## config.mk

```make
export PLATFORM = sky130hd
export DESIGN_NAME = sw_demux7_capture
export DESIGN_NICKNAME = d
export VERILOG_FILES = /design/src/rtl/sw_demux7_capture.sv
export SDC_FILE = /design/constraint.sdc
export NUM_CORES = 1
export LEC_CHECK = 0
export CAP_MARGIN = 15
export CORE_ASPECT_RATIO = 1.5
export CORE_MARGIN = 5
export CORE_UTILIZATION = 30
export CTS_CLUSTER_SIZE = 25
export DETAILED_ROUTE_END_ITERATION = 7
export MAX_ROUTING_LAYER = met4
export PLACE_DENSITY_LB_ADDON = 0.12
export SYNTH_ARGS = -nofsm -noshare
export SYNTH_HDL_FRONTEND = slang
export SYNTH_SLANG_ARGS = --single-unit
```

## constraint.sdc

```tcl
create_clock -name clock -period 1.65 [get_ports clock]
set_input_delay 0.165 -clock clock [delete_from_list [all_inputs] [get_ports clock]]
set_output_delay 0.165 -clock clock [all_outputs]
set_load 0.005 [all_outputs]
```

## src/rtl/sw_demux7_capture.sv

```systemverilog
// 1-to-N demultiplexing capture register: a serial bit is steered into one of N_SLOTS
// registered slots, either by addressed write or as an auto-addressed frame.
module sw_demux7_capture #(
  parameter int unsigned N_SLOTS = 7,
  parameter int unsigned SEL_W   = 3
) (
  input  logic               clock,
  input  logic               reset,
  input  logic               bit_in,
  input  logic [SEL_W-1:0]   sel,
  input  logic               wr,
  input  logic               start,
  output logic [N_SLOTS-1:0] out_bits,
  output logic               busy,
  output logic               done,
  output logic               bad_sel
);

  localparam logic [0:0] StIdle    = 1'b0;
  localparam logic [0:0] StCapture = 1'b1;

  localparam logic [SEL_W:0]   NumSlots = (SEL_W + 1)'(N_SLOTS);
  localparam logic [SEL_W-1:0] LastSlot = SEL_W'(N_SLOTS - 1);

  logic [0:0]         state_q, state_d;
  logic [SEL_W-1:0]   cnt_q, cnt_d;
  logic [N_SLOTS-1:0] out_q, out_d;
  logic               done_q, done_d;
  logic               bad_q, bad_d;

  always_comb begin
    state_d = state_q;
    cnt_d   = cnt_q;
    out_d   = out_q;
    done_d  = 1'b0;
    bad_d   = 1'b0;
    unique case (state_q)
      StIdle: begin
        // start wins over a simultaneous wr; the wr is dropped without flagging.
        if (start) begin
          cnt_d   = '0;
          state_d = StCapture;
        end else if (wr) begin
          if ({1'b0, sel} < NumSlots) begin
            out_d[sel] = bit_in;
          end else begin
            bad_d = 1'b1;
          end
        end
      end
      StCapture: begin
        out_d[cnt_q] = bit_in;
        if (cnt_q == LastSlot) begin
          cnt_d   = '0;
          state_d = StIdle;
          done_d  = 1'b1;
        end else begin
          cnt_d = cnt_q + 1'b1;
        end
      end
      default: begin
        state_d = StIdle;
        cnt_d   = '0;
      end
    endcase
  end

  always_ff @(posedge clock or posedge reset) begin
    if (reset) begin
      state_q <= StIdle;
      cnt_q   <= '0;
      out_q   <= '0;
      done_q  <= 1'b0;
      bad_q   <= 1'b0;
    end else begin
      state_q <= state_d;
      cnt_q   <= cnt_d;
      out_q   <= out_d;
      done_q  <= done_d;
      bad_q   <= bad_d;
    end
  end

  assign out_bits = out_q;
  assign busy     = (state_q == StCapture);
  assign done     = done_q;
  assign bad_sel  = bad_q;

endmodule

```

# Yosys cells after proc, flatten, opt, wreduce, memory -nomap -nowiden
# Cells that the tools add are included.
[word_totals] reg_bits=13 elab_cells=42 inputBits=8
[op_classes] reduce_logical=3 n_eq_ne=5 n_bitwise=1 order_cmp=5 muxes=22 n_addsub=1
[ops] op="two-way mux 7 bit" n=3
[ops] op="bitwise mux 7 bit" n=2
[ops] op="case mux 7 bit (2 select lines)" n=1
[ops] op="two-way mux 1 bit" n=10
[ops] op="< comparator 3 x 4 -> 1 bit, second input constant" n=2
[ops] op="!= test 2 bit, second input constant" n=4
[ops] op="demux 1 bit (select 3 bit)" n=2
[ops] op=">= comparator 3 x 1 -> 1 bit, second input constant" n=2
[ops] op="two-way mux 3 bit" n=2
[ops] op="case mux 3 bit (2 select lines)" n=1
[ops] op="adder 3 x 1 -> 3 bit, second input constant" n=1
[ops] op="equality test 3 bit, second input constant" n=1
[ops] op="< comparator 3 bit, second input constant" n=1
[ops] op="AND reduction 3 bit" n=1
[ops] op="logical AND 1 bit" n=2
[ops] op="case mux 1 bit (2 select lines)" n=1
[ops] op="inverter 1 bit" n=1

# Logic depth before layout (Yosys ltp)
[logic_depth] word_depth=9 ltp_mapped=5

# Least setup slack after synthesis
# Ideal clock, no wire load.
[synth_path] kind="reg-to-reg" startpoint="register state_q (netlist: busy)" endpoint="register out_q[1] (netlist: out_bits[1])" setup_slack_ps=265 arrival_ps=1259 setup_time_ps=125 period_less_slack_ps=1385 t_required_ps=1525 path_stages_with_launch=5 path_cell_list="dfrtp_1 > buf_6 > nor4b_4 > o221ai_2 > mux2_4"
[synth_between] elab_chain_cells=3
[synth_rtl] item="from (decl)" line="25" rtl="logic [0:0] state_q, state_d;"
[synth_rtl] item="from (signal assigned)" line="70" rtl="state_q <= StIdle;"
[synth_rtl] item="from (signal assigned)" line="76" rtl="state_q <= state_d;"
[synth_rtl] item="inverter 1 bit"
[synth_rtl] item="!= test 2 bit (no line)"
[synth_rtl] item="AND reduction 3 bit (no line)"
[synth_rtl] item="to (signal assigned)" line="78" rtl="out_q <= out_d;"
[synth_rtl] item="to (decl)" line="27" rtl="logic [N_SLOTS-1:0] out_q, out_d;"
# Parallel ways exist; a longest one is shown, timed or not.
# A chain may end at the register's enable or synchronous reset.

# Worst setup path in the final report
[layout_path] startpoint="register state_q (netlist: busy)" endpoint="output busy"
[layout_rtl] item="to (decl)" line="14" rtl="output logic busy,"
# No word-level cell between the ends.

==> results.json <==
{
  "p_total_w": 0.00157,
  "ys_top_cells_by_area": "dfrtp_1 (43%), and4bb_1 (4.9%), mux2_1 (4.4%), and4b_1 (3.9%), mux2_4 (3.9%)",
  "clkLatencyLatePin_ns": 0.30,
  "htree_levels": 1,
  "ioPinCount": 18,
  "overflow": 0,
  "p_leak_nw": 0.450,
  "cp-start-kind": "register",
  "critPathKind": "register to primary output",
  "slew_violations": 0,
  "synth_top_family_by_area": "simple AND/OR/NAND/NOR gates",
  "final_cell_area_sq_um": 1030,
  "drc": 0,
  "multi_input_area_sq_um": 404,
  "fmax_ghz": 0.649,
  "yosys.area.top_type": "dfrtp_1",
  "fp.dieW_um": 51.2,
  "num_rows": 22,
  "drv_cap": 0,
  "max_slew.worst_pin.slew_ns": 0.508,
  "rr_worst_depth": 4,
  "synth_top_cells_by_count": "dfrtp_1 (13), nor2_1 (4), o21ai_0 (4)",
  "netlist_area_sq_um": 764,
  "synthAdderAreaFrac": 0,
  "ir_worst_vdd_uv": 618,
  "clk_pin_slew_ns": 0.09,
  "syn_avg_cell_area_sq_um": 12.1,
  "max_slew_margin": 0.661,
  "synthFlopType": "dfrtp_1",
  "setup_violations": 0,
  "portBuffers": 17,
  "layout.nets": 97,
  "routedWlPerCell_um": 15.8,
  "synth_nets": 71,
  "gp_congestion": 0.772,
  "rsz0062_at_grt": "false",
  "grt_start_max_net_pins": 18,
  "synth-xor-area-share": 0,
  "finClkSkew_ns": 0.00385,
  "antenna_found_initial": 0,
  "status": "finished clean",
  "ys.warnings.count": 0,
  "async_flop_share": 1.00,
  "cts.path.max_buffers": 2,
  "crit_required_ns": 1.48,
  "synth_cell_types": 28,
  "synthCells": 63,
  "synth-simple-area-share": 0.295,
  "route.vias.total": 631,
  "postPlaceCellArea_sq_um": 1010,
  "drt.antenna.violating_nets": 0,
  "ctsResizeCount": 0,
  "die_h_um": 71.8,
  "worstPathArrival_ns": 1.38,
  "hold_slack_ns": 0.184,
  "grt_use_total": 0.109,
  "hold_viol": 0,
  "hp-class": "input pin to async pin",
  "drt-initial-drc-count": 10,
  "cp-end-kind": "primary output",
  "grt_pass1_vias": 594,
  "diodes": 0,
  "grt_pass1_wl_um": 2920,
  "synth_compound_gate_area_share": 0.121,
  "die-area_sq_um": 3680,
  "final_layout_size_suffix_gt1_frac": 0.239,
  "yosysMostFrequentCell": "dfrtp_1",
  "yosys_register_bits": 13,
  "viasPerCell": 5.63,
  "final_util": 0.422,
  "fill_cells": 244,
  "layout_min_cycle_time_ns": 1.54,
  "seq_area_sq_um": 325,
  "start_util": 0.312,
  "netlist.area_leader.share": 0.426,
  "cts_hold_buf": 0,
  "dr.pass1.iters": 4,
  "synth_edf_count": 0,
  "dp_hpwl_um": 1310,
  "area_growth_pct": 35.2,
  "synthMuxAreaShare": 0.113,
  "core_sq_um": 2450,
  "cts-root-buf": "clkbuf_4",
  "period_share": 0.934,
  "place_inst": 108,
  "final_cells": 112,
  "cts_setup_buffers": 0,
  "tritoncts": "yes",
  "ys_seq_area_frac": 0.426,
  "routed_wl_um": 1770,
  "numCtsBuffers": 3,
  "p_per_area_nw_per_um2": 1520,
  "cp_max_fo": 8,
  "numClockSinks": 13
}
power by group:
part | leakage, nW | switching [W] | internal [W]
Clock | 0.0177 | 0.000122 | 0.0000905
Sequential | 0.157 | 0.000129 | 0.000457
Combinational | 0.275 | 0.000276 | 0.000492
Total | 0.450 | 0.000527 | 0.00104
critical path: stages, from the launching register on:
cell and delay [ns]:
dfrtp_1 0.40, buf_4 0.18, clkdlybuf4s50_1 0.51
layout by cell type, fill, tap and decap left out:
master | Yosys | routed
dfrtp_1 | 13 | 13
nand2b_1 | 1 | 1
and3b_1 | 1 | 1
a32oi_1 | 2 | 2
nor4b_2 | 2 | 2
o221ai_1 | 3 | 3
mux2_4 | 2 | 2
and2b_1 | 2 | 2
nand4b_2 | 1 | 1
nor4b_4 | 1 | 1
and4_1 | 1 | 1
o221ai_2 | 1 | 1
clkinv_2 | 0 | 1
nand2_1 | 3 | 3
buf_4 | 1 | 6
and4bb_1 | 3 | 3
clkdlybuf4s50_1 | 0 | 17
and4b_1 | 3 | 3
nand3_1 | 1 | 1
and4bb_2 | 1 | 1
clkbuf_4 | 0 | 3
inv_1 | 3 | 3
nor2b_1 | 1 | 1
a21oi_1 | 1 | 1
buf_12 | 0 | 1
mux2_1 | 3 | 3
o21ai_0 | 4 | 4
mux2_2 | 2 | 2
a41oi_1 | 1 | 1
nor2_1 | 4 | 4
final cells by class:
| class | instances | area share |
|---|---|---|
| Multi-Input combinational cell | 44 | 0.391 |
| Sequential cell | 13 | 0.315 |
| Timing Repair Buffer | 24 | 0.228 |
| Tap cell | 24 | 0.0291 |
| Clock buffer | 3 | 0.0218 |
| Inverter | 3 | 0.0109 |
| Clock inverter | 1 | 0.00484 |
logic make-up (layout without fill, tap and decap cells):
family / count (synthesis) / in the layout
AO/OA/AOI/OAI: 12 / 12
buffers and inverters: 6 / 31
flip-flops: 13 / 13
multiplexers: 7 / 7
AND/OR/NAND/NOR: 25 / 25
layer usage:
| metal | vias up | global-route usage | share of wire | routed length, um |
|---|---|---|---|---|
| met2 | 21 | 0.169 | 0.52 | 912 |
| li1 | 294 | - | - | - |
| met3 | 4 | 0.0229 | 0.058 | 103 |
| met5 | - | - | 0 | 0 |
| met1 | 312 | 0.130 | 0.40 | 704 |
| met4 | 0 | 0.0612 | 0.028 | 49 |
through the flow:
step	worst slack, ns	setup TNS [ns]
3_5_place_dp	-0.100	-0.392
3_3_place_gp	-0.0674	-0.250
6_report	0.109	0
4_1_cts	0.107	0
2_1_floorplan	0.265	0
5_1_grt	0.0715	0
registers in the layout, indices dropped and copies added (netlist names):
name	count
done	1
out_bits	7
busy	1
bad_sel	1
cnt_q	3
final timing paths:
check | from | slack (ns) | end
max | busy$_DFF_PP0_ | 0.11 | busy
min | reset | 0.18 | out_bits[6]$_DFFE_PP0P_
max reg2reg | busy$_DFF_PP0_ | 0.14 | out_bits[4]$_DFFE_PP0P_
min reg2reg | out_bits[5]$_DFFE_PP0P_ | 0.49 | out_bits[5]$_DFFE_PP0P_
max in group asynchronous | reset | 1.12 | busy$_DFF_PP0_
min in group clock | out_bits[5]$_DFFE_PP0P_ | 0.49 | out_bits[5]$_DFFE_PP0P_
No activity file was read; power rests on OpenSTA's default activity.
